<file path="config.mk">
export PLATFORM = sky130hd
export DESIGN_NAME = alu_seq
export DESIGN_NICKNAME = d
export VERILOG_FILES = /design/src/rtl/alu_pkg.sv /design/src/rtl/alu_mul_iter.sv /design/src/rtl/alu_seq.sv
export SDC_FILE = /design/constraint.sdc
export NUM_CORES = 1
export LEC_CHECK = 0
export CORE_UTILIZATION = 62
export CTS_CLUSTER_DIAMETER = 80
export DETAILED_ROUTE_END_ITERATION = 7
export PLACE_DENSITY_LB_ADDON = 0.1
export SLEW_MARGIN = 25
export SYNTH_ARGS = -nofsm -noshare
export SYNTH_HDL_FRONTEND = slang
export SYNTH_SLANG_ARGS = --single-unit
</file>
<file path="constraint.sdc">
create_clock -name clk -period 2.9 [get_ports clk]
set_input_delay 0.87 -clock clk [delete_from_list [all_inputs] [get_ports clk]]
set_output_delay 0.87 -clock clk [all_outputs]
set_load 0.005 [all_outputs]
</file>
<file path="src/rtl/alu_pkg.sv">
// Shared opcode and FSM state types for the handshaked ALU.
package alu_pkg;

    typedef enum logic [3:0] {
        OpZero, OpAdd, OpAbsDiff, OpPassA, OpXor, OpOr, OpAnd, OpInc,
        OpSub, OpShl, OpShr, OpMul, OpRsv12, OpRsv13, OpRsv14, OpRsv15
    } alu_op_t;

    typedef enum logic {StIdle, StMul} alu_state_t;

    localparam alu_op_t ALU_OP_MUL = OpMul;

endpackage

</file>
<file path="src/rtl/alu_mul_iter.sv">
// Iterative shift-add unsigned multiplier: one partial product per cycle after start_i.
module alu_mul_iter #(
    parameter int unsigned WIDTH = 16
) (
    input  logic               clk,
    input  logic               rst_n,
    input  logic               start_i,
    input  logic [WIDTH-1:0]   a_i,
    input  logic [WIDTH-1:0]   b_i,
    output logic               done_o,
    output logic [2*WIDTH-1:0] prod_o
);

    localparam int unsigned CW = $clog2(WIDTH + 1);

    logic               active_q, active_d;
    logic [CW-1:0]      cnt_q, cnt_d;
    logic [2*WIDTH-1:0] acc_q, acc_d;
    logic [2*WIDTH-1:0] mcand_q, mcand_d;
    logic [WIDTH-1:0]   mplier_q, mplier_d;

    always_comb begin
        active_d = active_q;
        cnt_d    = cnt_q;
        acc_d    = acc_q;
        mcand_d  = mcand_q;
        mplier_d = mplier_q;
        if (start_i) begin
            active_d = 1'b1;
            cnt_d    = CW'(WIDTH);
            acc_d    = '0;
            mcand_d  = {{WIDTH{1'b0}}, a_i};
            mplier_d = b_i;
        end else if (active_q && (cnt_q != '0)) begin
            if (mplier_q[0]) begin
                acc_d = acc_q + mcand_q;
            end
            mcand_d  = mcand_q << 1;
            mplier_d = mplier_q >> 1;
            cnt_d    = cnt_q - CW'(1);
        end else if (active_q) begin
            // Result is taken by the parent on this edge.
            active_d = 1'b0;
        end
    end

    always_ff @(posedge clk or negedge rst_n) begin
        if (!rst_n) begin
            active_q <= 1'b0;
            cnt_q    <= '0;
            acc_q    <= '0;
            mcand_q  <= '0;
            mplier_q <= '0;
        end else begin
            active_q <= active_d;
            cnt_q    <= cnt_d;
            acc_q    <= acc_d;
            mcand_q  <= mcand_d;
            mplier_q <= mplier_d;
        end
    end

    assign done_o = active_q && (cnt_q == '0);
    assign prod_o = acc_q;

endmodule

</file>
<file path="src/rtl/alu_seq.sv">
// Handshaked ALU with registered result and flags.
// Define ALU_MUL_EN to build opcode 11 as an iterative multiplier; otherwise it is reserved.
module alu_seq
    import alu_pkg::*;
#(
    parameter  int unsigned WIDTH = 16,
    localparam int unsigned SHW   = $clog2(WIDTH)
) (
    input  logic             clk,
    input  logic             rst_n,
    input  logic             in_valid,
    output logic             in_ready,
    input  logic [3:0]       s,
    input  logic [WIDTH-1:0] A,
    input  logic [WIDTH-1:0] B,
    output logic             out_valid,
    input  logic             out_ready,
    output logic [WIDTH-1:0] Q,
    output logic             zero,
    output logic             carry,
    output logic             err
);

    logic [WIDTH-1:0] q_q, q_d;
    logic             carry_q, carry_d;
    logic             err_q, err_d;
    logic             valid_q, valid_d;

    logic [WIDTH:0]   sum_w, diff_w, inc_w;
    logic [WIDTH-1:0] res_c;
    logic             carry_c, err_c;
    logic             idle, accept, is_mul;

    always_comb begin
        sum_w   = {1'b0, A} + {1'b0, B};
        diff_w  = {1'b0, A} - {1'b0, B};
        inc_w   = {1'b0, A} + {{WIDTH{1'b0}}, 1'b1};
        res_c   = '0;
        carry_c = 1'b0;
        err_c   = 1'b0;
        case (alu_op_t'(s))
            OpZero:    res_c = '0;
            OpAdd:     begin res_c = sum_w[WIDTH-1:0]; carry_c = sum_w[WIDTH]; end
            OpAbsDiff: begin
                carry_c = diff_w[WIDTH];
                res_c   = diff_w[WIDTH] ? (B - A) : diff_w[WIDTH-1:0];
            end
            OpPassA:   res_c = A;
            OpXor:     res_c = A ^ B;
            OpOr:      res_c = A | B;
            OpAnd:     res_c = A & B;
            OpInc:     begin res_c = inc_w[WIDTH-1:0]; carry_c = inc_w[WIDTH]; end
            OpSub:     begin res_c = diff_w[WIDTH-1:0]; carry_c = diff_w[WIDTH]; end
            OpShl:     res_c = A << B[SHW-1:0];
            OpShr:     res_c = A >> B[SHW-1:0];
            default:   err_c = 1'b1;
        endcase
    end

`ifdef ALU_MUL_EN
    alu_state_t         state_q, state_d;
    logic               mul_start, mul_done;
    logic [2*WIDTH-1:0] mul_prod;

    alu_mul_iter #(
        .WIDTH (WIDTH)
    ) u_mul (
        .clk     (clk),
        .rst_n   (rst_n),
        .start_i (mul_start),
        .a_i     (A),
        .b_i     (B),
        .done_o  (mul_done),
        .prod_o  (mul_prod)
    );

    assign idle   = (state_q == StIdle);
    assign is_mul = (s == ALU_OP_MUL);
`else
    assign idle   = 1'b1;
    assign is_mul = 1'b0;
`endif

    assign in_ready = idle && (!valid_q || out_ready);
    assign accept   = in_valid && in_ready;

    always_comb begin
        q_d     = q_q;
        carry_d = carry_q;
        err_d   = err_q;
        valid_d = valid_q && !out_ready;
        if (accept && !is_mul) begin
            q_d     = res_c;
            carry_d = carry_c;
            err_d   = err_c;
            valid_d = 1'b1;
        end
`ifdef ALU_MUL_EN
        state_d   = state_q;
        mul_start = accept && is_mul;
        if (mul_start) begin
            state_d = StMul;
        end
        // Output slot is already free here: entering StMul required it.
        if ((state_q == StMul) && mul_done) begin
            q_d     = mul_prod[WIDTH-1:0];
            carry_d = |mul_prod[2*WIDTH-1:WIDTH];
            err_d   = 1'b0;
            valid_d = 1'b1;
            state_d = StIdle;
        end
`endif
    end

    always_ff @(posedge clk or negedge rst_n) begin
        if (!rst_n) begin
            q_q     <= '0;
            carry_q <= 1'b0;
            err_q   <= 1'b0;
            valid_q <= 1'b0;
`ifdef ALU_MUL_EN
            state_q <= StIdle;
`endif
        end else begin
            q_q     <= q_d;
            carry_q <= carry_d;
            err_q   <= err_d;
            valid_q <= valid_d;
`ifdef ALU_MUL_EN
            state_q <= state_d;
`endif
        end
    end

    assign out_valid = valid_q;
    assign Q         = q_q;
    assign zero      = (q_q == '0);
    assign carry     = carry_q;
    assign err       = err_q;

endmodule

</file>
==> flow_summary.toml, run 1 <==
[run_status]
status = "did not finish"
failed_stage = "clock tree synthesis (4_1_cts)"
firstError = "[ERROR DPL-0038] Utilization greater than 100%, impossible to legalize"

[place]
placed_cell_area_um2 = 8611
place_ws_ps = -1313
place_congestion = 1.217
place.port_buffers = 60
dp_hpwl_um = 24800

[floorplanning]
die_x_um = 99.55
io_pins = 61
die_h_um = 99.55
start_util = 0.6385
rows = 35

[cts]
cts_resized = 327
cts-htree-levels = 1
cts_root_buf = "clkbuf_8"
cts_sinks = 19
holdBufCountCts = 0
clockBufferDepth = 2
cts_setup_buffers = 43
cts-buffers-inserted = 3

[synth]
muxShareOfSynthArea = 0.08971
synth-seq-area-share = 0.08059
synthMostInstantiatedCell = "nor2_1"
synth.top_cell.area_share = 0.1379
synth_nets = 944
synth_area_leaders = "ha_1 (14%), dfrtp_1 (8.1%), o21ai_0 (5.5%)"
ys_ff_latch = 19
synth_ff_type = "dfrtp_1"
syn_inst = 836
synth_cell_types = 72
synth-async-reset-ratio = 1.000
yosysTopAreaCell = "ha_1"
synth-compound-area-share = 0.3413
synth_edf_count = 0
synth_top_cells_by_count = "nor2_1 (86), ha_1 (65), o21ai_0 (65)"
synthAdderAreaFrac = 0.1480
synthSimpleGateAreaFrac = 0.2159
synth_top_family_by_area = "compound AO/OA/AOI/OAI gates"
synthXorXnorAreaFrac = 0.04305
netlist_area_um2 = 5899
ys_warn_count = 0
avgSynthCellArea_um2 = 7.057
kinds of logic after synthesis:
logic type               Yosys count
AO/OA/AOI/OAI                    292
XOR/XNOR                          29
adder cells (fa/ha/maj)           68
buffers and inverters            118
flip-flops                        19
multiplexers                      41
AND/OR/NAND/NOR                  269
stage by stage:
stage | instances | setup TNS, ps
after floorplan | 836 | -3345
after global placement | 1235 | -16680
after detailed placement | 1235 | -19420
==> run 2, diff against run 1 <==
- CORE_UTILIZATION: 62 -> 40
- CTS_CLUSTER_DIAMETER: 80 -> not set
- PLACE_DENSITY_LB_ADDON: 0.1 -> 0.15
==> run 2 against run 1 <==
  * The flow now finishes, with violations (setup timing)
  * Synthesized cell count is the same
  * Area after synthesis is the same
==> flow_summary.toml, run 2 <==
[timing]
timing.hold.ws_ps = 507.7
layout_setup_ws_ps = -267.6
period_share = 1.092
hold_viol = 0
slew_headroom = 0.6055
period_needed_ps = 3168
maxSlewViolCount = 0
worst_slew_pin_slew_ps = 590.2
max_freq_mhz = 315.7
setup_viol = 16
rsz0062_at_grt = "yes"
fin_skew_ps = 12.16

[drt]
finalWirelength_um = 31790
post-route-drc-count = 0
wire_per_inst_um = 23.34
via_count = 8583
antenna_left = 0
vias_per_cell = 6.302
dr.pass1.iters = 7
drt-initial-drc-count = 1033

[floorplanning]
die_area_um2 = 15240
die_h_um = 123.4
die_x_um = 123.4
io_pins = 61
start_util = 0.4074
rows = 44
core_um2 = 14480

[cts]
path_clk_slew_ps = 70
cts_root_buf = "clkbuf_16"
cts_tree = "done"
clk_latency_ps = 260
cts_sinks = 19
cts-buffers-inserted = 3
clockBufferDepth = 2
cts-htree-levels = 1

[global_route]
overflow = 0
antenna_found_initial = 0
grt_pass1_wl_um = 46490
grt_pass1_vias = 8201
grt_max_degree = 51
grt_usage = 0.4092

[cells_and_area]
finalInstanceArea_um2 = 10170
largest_reg_flops = 16
drive_gt1_frac = 0.4559
post-route-util = 0.7026
synthToLayoutAreaGrowth_pct = 72.45
final_cell_mix = "buf_4 (304), nor2_1 (73), nand2_1 (61), a21oi_1 (56), o21ai_0 (51)"
final_common_cell = "buf_4"
fin_cells = 1362
nNetsFinal = 1287
diodes = 0

[place]
placed_cell_area_um2 = 8955
dp_hpwl_um = 24470
placed_cells = 1324
place_ws_ps = -1367
place.port_buffers = 60
place_congestion = 0.9906

[run]
drv_cap = 0

[min_path]
hp-class = "reg2reg"

[setup_path]
cp-start-kind = "input port"
slowest_delay_ps = 370
crit_top_cell = "buf_8"
crit_required_ps = 3050
cp.arrival_ps = 3320
crit_fanout = 5
cp-end-kind = "register"
crit_chain = "buf_8 > inv_6 > ha_4 > fa_2 > nor2_4 > o221ai_4 > a211oi_4 > o32ai_4 > buf_4 > buf_8 > buf_6 > mux2i_2 > xnor2_1 > a221o_1"
slowest_stage = "fa_2"
path_class = "in2reg"

[synth]
synth.top_cell.area_share = 0.1379
synth_edf_count = 0
avgSynthCellArea_um2 = 7.057
ys_warn_count = 0
synthMostInstantiatedCell = "nor2_1"
synth_ff_type = "dfrtp_1"
syn_inst = 836
yosysTopAreaCell = "ha_1"
netlist_area_um2 = 5899
synth_cell_types = 72
synth-async-reset-ratio = 1.000
synth_top_cells_by_count = "nor2_1 (86), ha_1 (65), o21ai_0 (65)"
ys_ff_latch = 19
synth_area_leaders = "ha_1 (14%), dfrtp_1 (8.1%), o21ai_0 (5.5%)"
synth-seq-area-share = 0.08059
synth_nets = 944

[run_status]
status = "finished with violations"
violations = "setup timing"

[power_and_ir_drop]
power_density_nw_per_um2 = 268.3
ir_worst_vdd_mv = 0.1988
p_leak_nw = 4.489
==> run 2: cell counts after synthesis <==
Identical to the previous run, type by type.
==> run 2: final timing paths <==
check	from	to	slack (ps)	depth (start not counted)
min in group asynchronous	rst_n	Q[9]$_DFFE_PN0P_	970	2
min reg2reg	err$_DFFE_PN0P_	err$_DFFE_PN0P_	510	1
min	err$_DFFE_PN0P_	err$_DFFE_PN0P_	510	1
max reg2reg	out_valid$_DFF_PN0_	Q[12]$_DFFE_PN0P_	940	8
max	A[0]	Q[4]$_DFFE_PN0P_	-270	14
max in group asynchronous	rst_n	Q[15]$_DFFE_PN0P_	1690	2
==> run 2: layer usage <==
metal / routed length, um / vias up / track usage
met5: 0 / - / 0
met3: 3011 / 148 / 0.07380
met2: 14580 / 555 / 0.6686
met4: 1749 / 0 / 0.1943
li1: - / 3799 / -
met1: 12450 / 4081 / 0.5179
==> run 2: worst max-delay path: cells and delay by family <==
family          cells  cell delay [ps]
compound gates      4              960
fa+ha+maj           2              520
buf+inv             5              510
mux                 1              140
xor+xnor            1              140
simple gates        1              150
==> run 2: area by class of cell <==
| class | count | area (um2) |
|---|---|---|
| timing repair buffer | 401 | 3363 |
| multi-input combinational | 699 | 5793 |
| sequential | 19 | 475.5 |
| fill | 1142 | 4305 |
| clock buffer | 4 | 78.83 |
| inverter | 55 | 232.7 |
| tap | 184 | 230.2 |
==> run 2: cell families (layout without fill, tap and decap cells) <==
kind of cell / Yosys count / after routing / share of synthesized area
compound gates: 292 / 292 / 0.3413
simple gates: 269 / 269 / 0.2159
buf+inv: 118 / 460 / 0.08144
fa+ha+maj: 68 / 68 / 0.1480
mux: 41 / 41 / 0.08971
xor+xnor: 29 / 29 / 0.04306
flops: 19 / 19 / 0.08059
==> run 2: per-stage QoR <==
stage                     TNS (ps)  total power, mW
after global placement      -19300            2.004
after CTS                    -2929            2.586
after global routing         -4236            2.857
final                        -3133            2.730
after floorplan              -3345            1.181
after detailed placement    -20050            2.028
==> run 2: report_power, final <==
group	switching (mW)	leakage [nW]	internal, mW
registers	0.0439	0.248	0.305
logic	1.05	4.20	1.03
clock network	0.117	0.0382	0.188
total	1.21	4.49	1.52
==> run 2: repair_timing <==
item                       4_1_cts  5_1_grt
buffers inserted                26       11
pin swaps                       63       47
setup endpoints to repair       17       18
hold buffers                     0        0
gates cloned                     1        0
gates resized for setup        232       55
Note: power is estimated with default switching activity, not from simulation.
